`config.mk`:
```
export PLATFORM = sky130hd
export DESIGN_NAME = num_format_conv
export DESIGN_NICKNAME = d
export VERILOG_FILES = /design/src/rtl/num_format_conv.sv
export SDC_FILE = /design/constraint.sdc
export NUM_CORES = 1
export LEC_CHECK = 0
export CORE_MARGIN = 1.5
export CORE_UTILIZATION = 35
export CTS_CLUSTER_DIAMETER = 100
export DETAILED_ROUTE_END_ITERATION = 6
export GPL_ROUTABILITY_DRIVEN = 0
export SKIP_CTS_REPAIR_TIMING = 1
export SLEW_MARGIN = 0
export SYNTH_ARGS = -nofsm -noshare
export SYNTH_HDL_FRONTEND = slang
export SYNTH_SLANG_ARGS = --single-unit
export TNS_END_PERCENT = 100
```
`constraint.sdc`:
```
create_clock -name i_clk -period 3.05 [get_ports i_clk]
set_input_delay 0.7625 -clock i_clk [delete_from_list [all_inputs] [get_ports i_clk]]
set_output_delay 0.7625 -clock i_clk [all_outputs]
set_load 0.03 [all_outputs]
```
`src/rtl/num_format_conv.sv`:
```
// num_format_conv
//   Two-stage pipelined converter between sign-magnitude (ZM), two's
//   complement (U2) and ones' complement (U1) for an m-bit operand. Each
//   result carries a 2-bit status. Valid/ready handshakes on both sides.
//
//   Optional feature macro: NUM_FORMAT_CONV_STATS_EN adds o_sat_cnt, a
//   saturating 16-bit count of accepted status-01 results.
//
// Ports
//   i_clk      rising-edge clock
//   i_rst_n    synchronous active-low reset
//   i_valid    operand valid
//   o_ready    converter can accept an operand this cycle
//   i_argA     operand (m bits)
//   i_mode     00 ZM->U2, 01 U2->ZM, 10 U1->U2, 11 U2->U1
//   o_valid    result valid
//   i_ready    consumer accepts the result
//   o_result   converted value (m bits)
//   o_status   00 OK, 01 saturated, 10 negative-zero input
//   o_sat_cnt  saturation event count (only with NUM_FORMAT_CONV_STATS_EN)
module num_format_conv #(
    parameter int m = 4,
    parameter int n = 2
) (
    input  logic         i_clk,
    input  logic         i_rst_n,
    input  logic         i_valid,
    output logic         o_ready,
    input  logic [m-1:0] i_argA,
    input  logic [1:0]   i_mode,
    output logic         o_valid,
    input  logic         i_ready,
    output logic [m-1:0] o_result,
    output logic [n-1:0] o_status
`ifdef NUM_FORMAT_CONV_STATS_EN
   ,output logic [15:0]  o_sat_cnt
`endif
);

    if (n != 2) begin : g_n_check
        $error("num_format_conv: parameter n must be 2");
    end
    if (m < 2) begin : g_m_check
        $error("num_format_conv: parameter m must be at least 2");
    end

    localparam logic [m-1:0] MIN_VAL  = {1'b1, {(m-1){1'b0}}};
    localparam logic [m-1:0] ALL_ONES = {m{1'b1}};
    localparam logic [m-1:0] ONE_VAL  = {{(m-1){1'b0}}, 1'b1};

    logic         s1_valid;
    logic [m-1:0] s1_arg;
    logic [1:0]   s1_mode;
    logic         s2_valid;
    logic [m-1:0] s2_result;
    logic [n-1:0] s2_status;

    logic         accept;
    logic         s1_adv;
    logic [m-1:0] conv_result;
    logic [n-1:0] conv_status;
    logic [m-1:0] mag_neg;
    logic [m-1:0] arg_neg;

    // A stage can take new data when it is empty or is being drained this cycle.
    assign o_ready  = !s1_valid || !s2_valid || i_ready;
    assign accept   = i_valid && o_ready;
    assign s1_adv   = s1_valid && (!s2_valid || i_ready);
    assign o_valid  = s2_valid;
    assign o_result = s2_result;
    assign o_status = s2_status;

    always_comb begin
        conv_result = s1_arg;
        conv_status = 2'b00;
        mag_neg     = '0 - {1'b0, s1_arg[m-2:0]};
        arg_neg     = '0 - s1_arg;
        if (s1_arg[m-1]) begin
            case (s1_mode)
                2'b00: begin
                    if (s1_arg == MIN_VAL) begin
                        conv_result = '0;
                        conv_status = 2'b10;
                    end else begin
                        conv_result = mag_neg;
                    end
                end
                2'b01: begin
                    // U2 minimum has no ZM magnitude; clamp to the most negative ZM.
                    if (s1_arg == MIN_VAL) begin
                        conv_result = ALL_ONES;
                        conv_status = 2'b01;
                    end else begin
                        conv_result = {1'b1, arg_neg[m-2:0]};
                    end
                end
                2'b10: begin
                    if (s1_arg == ALL_ONES) begin
                        conv_result = '0;
                        conv_status = 2'b10;
                    end else begin
                        conv_result = s1_arg + ONE_VAL;
                    end
                end
                default: begin
                    if (s1_arg == MIN_VAL) begin
                        conv_result = MIN_VAL;
                        conv_status = 2'b01;
                    end else begin
                        conv_result = s1_arg - ONE_VAL;
                    end
                end
            endcase
        end
    end

    always_ff @(posedge i_clk) begin
        if (!i_rst_n) begin
            s1_valid  <= 1'b0;
            s1_arg    <= '0;
            s1_mode   <= 2'b00;
            s2_valid  <= 1'b0;
            s2_result <= '0;
            s2_status <= '0;
        end else begin
            if (accept) begin
                s1_valid <= 1'b1;
                s1_arg   <= i_argA;
                s1_mode  <= i_mode;
            end else if (s1_adv) begin
                s1_valid <= 1'b0;
            end

            // Result registers only load on an advance so they hold under back-pressure.
            if (s1_adv) begin
                s2_valid  <= 1'b1;
                s2_result <= conv_result;
                s2_status <= conv_status;
            end else if (i_ready) begin
                s2_valid  <= 1'b0;
            end
        end
    end

`ifdef NUM_FORMAT_CONV_STATS_EN
    always_ff @(posedge i_clk) begin
        if (!i_rst_n) begin
            o_sat_cnt <= '0;
        end else if (s2_valid && i_ready && (s2_status == 2'b01) && (o_sat_cnt != 16'hFFFF)) begin
            o_sat_cnt <= o_sat_cnt + 16'd1;
        end
    end
`endif

endmodule

```
### Yosys cells after proc, flatten, opt, wreduce, memory -nomap -nowiden

Cells that the tools add are included.

| operators by class | value |
|---|---|
| add/sub/neg operators | 4 |
| eq/ne operators | 4 |
| mux-type cells | 15 |
| reduce and logical (&&, ||, !) cells | 10 |

Operators with widths:

| kind | number |
|---|---|
| two-way mux 4 bit | 4 |
| case mux 4 bit (3 select lines) | 1 |
| equality test 4 bit, second input constant | 2 |
| two-way mux 2 bit | 3 |
| two-way mux 1 bit | 5 |
| adder 4 x 1 -> 4 bit, second input constant | 1 |
| case mux 2 bit (2 select lines) | 1 |
| nonzero test 2 bit | 2 |
| subtractor 1 x 3 -> 4 bit, first input constant | 1 |
| subtractor 4 x 1 -> 4 bit, second input constant | 1 |
| logical OR 1 bit | 3 |
| two-way mux 3 bit | 1 |
| subtractor 1 x 3 -> 3 bit, first input constant | 1 |
| equality test 2 x 1 -> 1 bit, second input constant | 1 |
| equality test 2 bit, second input constant | 1 |
| logical AND 1 bit | 2 |
| zero test 1 bit | 2 |
| zero test 2 bit | 1 |

| storage, ports and cells | value |
|---|---|
| register bits after elaboration | 14 |
| input port bits | 10 |
| logic and storage cells | 39 |

### Depth between registers and ports, before layout

| logic depth | value |
|---|---|
| depth in word-level cells | 5 |
| gate-level depth with buffers | 6 |
| depth with buffers taken out | 6 |

### Worst setup path after synthesis

No wires, ideal clock.

| timing | value |
|---|---|
| path kind | input port to output port |
| from | input port i_ready |
| to | output port o_ready |
| data arrival time | 1.202 ns |
| data required time | 2.288 ns |
| setup slack | 1.085 ns |
| stages on the path | 1 |
| buffers on the path | 0 |
| cells stage by stage | nand3b_1 |

| between the ends | value |
|---|---|
| cells in the longest elaborated chain, start to end | 1 |

Ends and longest elaborated chain:

| item | RTL line | RTL |
|---|---|---|
| start, declared | 32 | `input logic i_ready,` |
| logical OR 1 bit | 66 | `assign o_ready = !s1_valid \|\| !s2_valid \|\| i_ready;` |
| end, declared | 28 | `output logic o_ready,` |

Every way passes these cells.

### Worst setup path after layout

Same ends and word-level chain as after synthesis.

==> flow_summary.toml <==
[setup_path]
path_delay_family = "buffers and inverters"
path_buf_inv = 2
startpoint_type = "primary input"
path_class = "in2out"
cp_max_fo = 2
endpoint_kind = "primary output"
crit_required_ns = 2.29
path_cells = "clkdlybuf4s50_1 -> nand3b_1 -> buf_4"
critPathArrivalTime_ns = 1.60
cp_slowest_stage_delay_ns = 0.46
cp_slowest_cell = "clkdlybuf4s50_1"

[route]
vias_per_cell = 5.43
top_layer_used = "met4"
drt_iter0_drc = 17
met2_length_um = 765
drtPass1Iterations = 4
met3RoutedLength_um = 88
wl_per_cell_um = 11.5
ant_nets = 0
vias = 771
met1Wirelength_um = 766
wirelength_mm = 1.63
drc = 0

[die]
rows = 17
die_h_um = 51.7
die_area_um2 = 2670
pin_count = 18
start_util_pct = 37.1
core_area_um2 = 2230
die_w_um = 51.7

[synthesis]
syn-cell-area_um2 = 830
synth_nets = 112
ys_seq_elements = 14
synth_area_per_cell_um2 = 8.30
postSynthCellCount = 100
synthDistinctLibCells = 37
yosys_warnings = 0
ys_seq_area_share_pct = 33.8

[placed_design]
portBuffers = 17
dp_hpwl_mm = 1.22
post-place-cells = 138
dp_slack_ns = 0.691

[grt]
track_usage_pct = 13.9
antenna_found_initial = 0
grt_pass1_wl_mm = 2.82
grt_start_max_net_pins = 19
grt.overflow.total = 0
grt_pass1_vias = 681

[power_and_ir_drop]
p_clk_share_pct = 32.7
switching_power_uw = 110
swShare_pct = 26.6
power_frac_comb_pct = 17.6
seq_power_share_pct = 49.7
power.density_nw_per_um2 = 397
p_leak_nw = 0.363
intPower_uw = 303
ir_drop_mv = 0.237

[cells_and_area]
layout_commonest_cell = "clkdlybuf4s50_1"
fillers = 228
drive_gt1_share_pct = 9.65
area_growth_syn_to_layout_pct = 25.3
fin_util_pct = 46.6
num_antenna_cells = 0
fin_cells = 142
final_cell_mix = "16 x clkdlybuf4s50_1, 14 x dfxtp_1, 12 x nand2_1, 12 x nand3_1, 8 x a21boi_0"
nNetsFinal = 127

[timing]
fmax_mhz = 424
finalSetupTns_ns = 0
finClkSkew_ns = 0.00700
drv_slew = 0
fin_ws_ns = 0.691
setup_viol = 0
post-route-period-util_pct = 77.4
rsz0062_at_grt = "no"
max_slew_margin_pct = 65.0
min_period_ns = 2.36
hold_violations = 0
whs_ns = 0.464
max_slew.worst_pin.slew_ns = 0.524

[clocking]
cts_buffers = 3
clkSinkCount = 14
htreeDepth = 1
root_buffer = "clkbuf_4"
cts.clk_slew.worst_paths_ns = 0.09
cts_tree = "built"
clk_path_buf_depth = 2
clk_latency_ns = 0.28

[hold_path]
worstHoldPathType = "reg2reg"

[run_status]
outcome = "completed"

[flow_run]
max_cap_viol_count = 0
final timing paths:
kind,startpoint,end,slack (ns),depth (start not counted)
max reg2reg,s1_arg[0],o_result[1],1.18,6
max,i_ready,o_ready,0.69,3
min reg2reg,o_status[0],o_status[0],0.46,2
min,o_status[0],o_status[0],0.46,2
state kept, by name, summed over array words and instances, names as in the netlist:
name      count
s1_mode       2
o_valid       1
s1_valid      1
s1_arg        4
o_status      2
o_result      4
cell usage after synthesis:
library cell   n  share of area [%]
dfxtp_1       14                 34
nand2_1       12                5.4
nand3_1       12                7.2
a21boi_0       8                7.2
buf_2          5                3.0
inv_1          5                2.3
nor2_1         4                1.8
clkbuf_1       3                1.4
nand3b_1       3                2.7
a311oi_1       2                2.1
ha_1           2                3.0
nand2b_1       2                1.5
nor3_1         2                1.2
o21a_1         2                1.8
o221ai_1       2                2.1
a211oi_1       1               0.91
a21boi_1       1               0.91
a21oi_1        1               0.60
a221o_1        1                1.2
a31oi_1        1               0.75
and3_1         1               0.75
and3b_4        1                1.5
and4bb_2       1                1.5
mux2_4         1                1.8
mux2i_1        1                1.2
nand4_1        1               0.75
nand4b_1       1                1.1
nor2b_1        1               0.75
nor2b_4        1                1.7
nor3b_2        1                1.5
nor4_1         1               0.75
o2111a_1       1                1.4
o211ai_1       1               0.91
o21ai_0        1               0.60
o31ai_1        1               0.91
or3_1          1               0.75
or4b_1         1                1.2
per-stage QoR:
step	total power, mW	cell area [um^2]
after global routing	0.436	1040
after CTS	0.417	1040
after floorplan	0.257	830
after global placement	0.282	1000
after detailed placement	0.282	1000
final	0.413	1040
power groups by stage:
stage	combinational, mW	sequential, mW	clock (mW)
finish	0.0727	0.205	0.135
floorplan	0.0508	0.206	0
detailed placement	0.0731	0.209	0
global route	0.0803	0.207	0.149
CTS	0.0733	0.205	0.139
global placement	0.0727	0.209	0
cell families (layout without fill, tap and decap cells):
| group | after synthesis | in the layout | synth area share (%) |
|---|---|---|---|
| adder cells (fa/ha/maj) | 2 | 2 | 3.02 |
| flip-flops | 14 | 14 | 33.8 |
| multiplexers | 2 | 2 | 3.02 |
| AND/OR/NAND/NOR | 46 | 46 | 32.1 |
| buffers and inverters | 13 | 27 | 6.64 |
| AO/OA/AOI/OAI | 23 | 23 | 21.4 |
tightest hold or removal path: cells and delay by family, from the launching register on:
family,cells,cell delay (ns)
and+or+nand+nor,1,0.04
DFF,1,0.32
AOI/OAI and AO/OA,1,0.06
final cells by class:
class / count / area [um^2] / area share (%)
clock buffers: 4 / 36.3 / 3.49
well taps: 28 / 35.0 / 3.37
multi-input cells: 73 / 494 / 47.5
inverters: 5 / 18.8 / 1.81
repair buffers: 18 / 175 / 16.8
flip-flops and latches: 14 / 280 / 27.0
per-layer routing:
layer | vias up | global-route usage, %
li1 | 388 | -
met1 | 361 | 15.0
met2 | 19 | 24.8
met3 | 3 | 5.17
met4 | 0 | 4.82
met5 | - | 0
(Power assumes the default switching activity.)
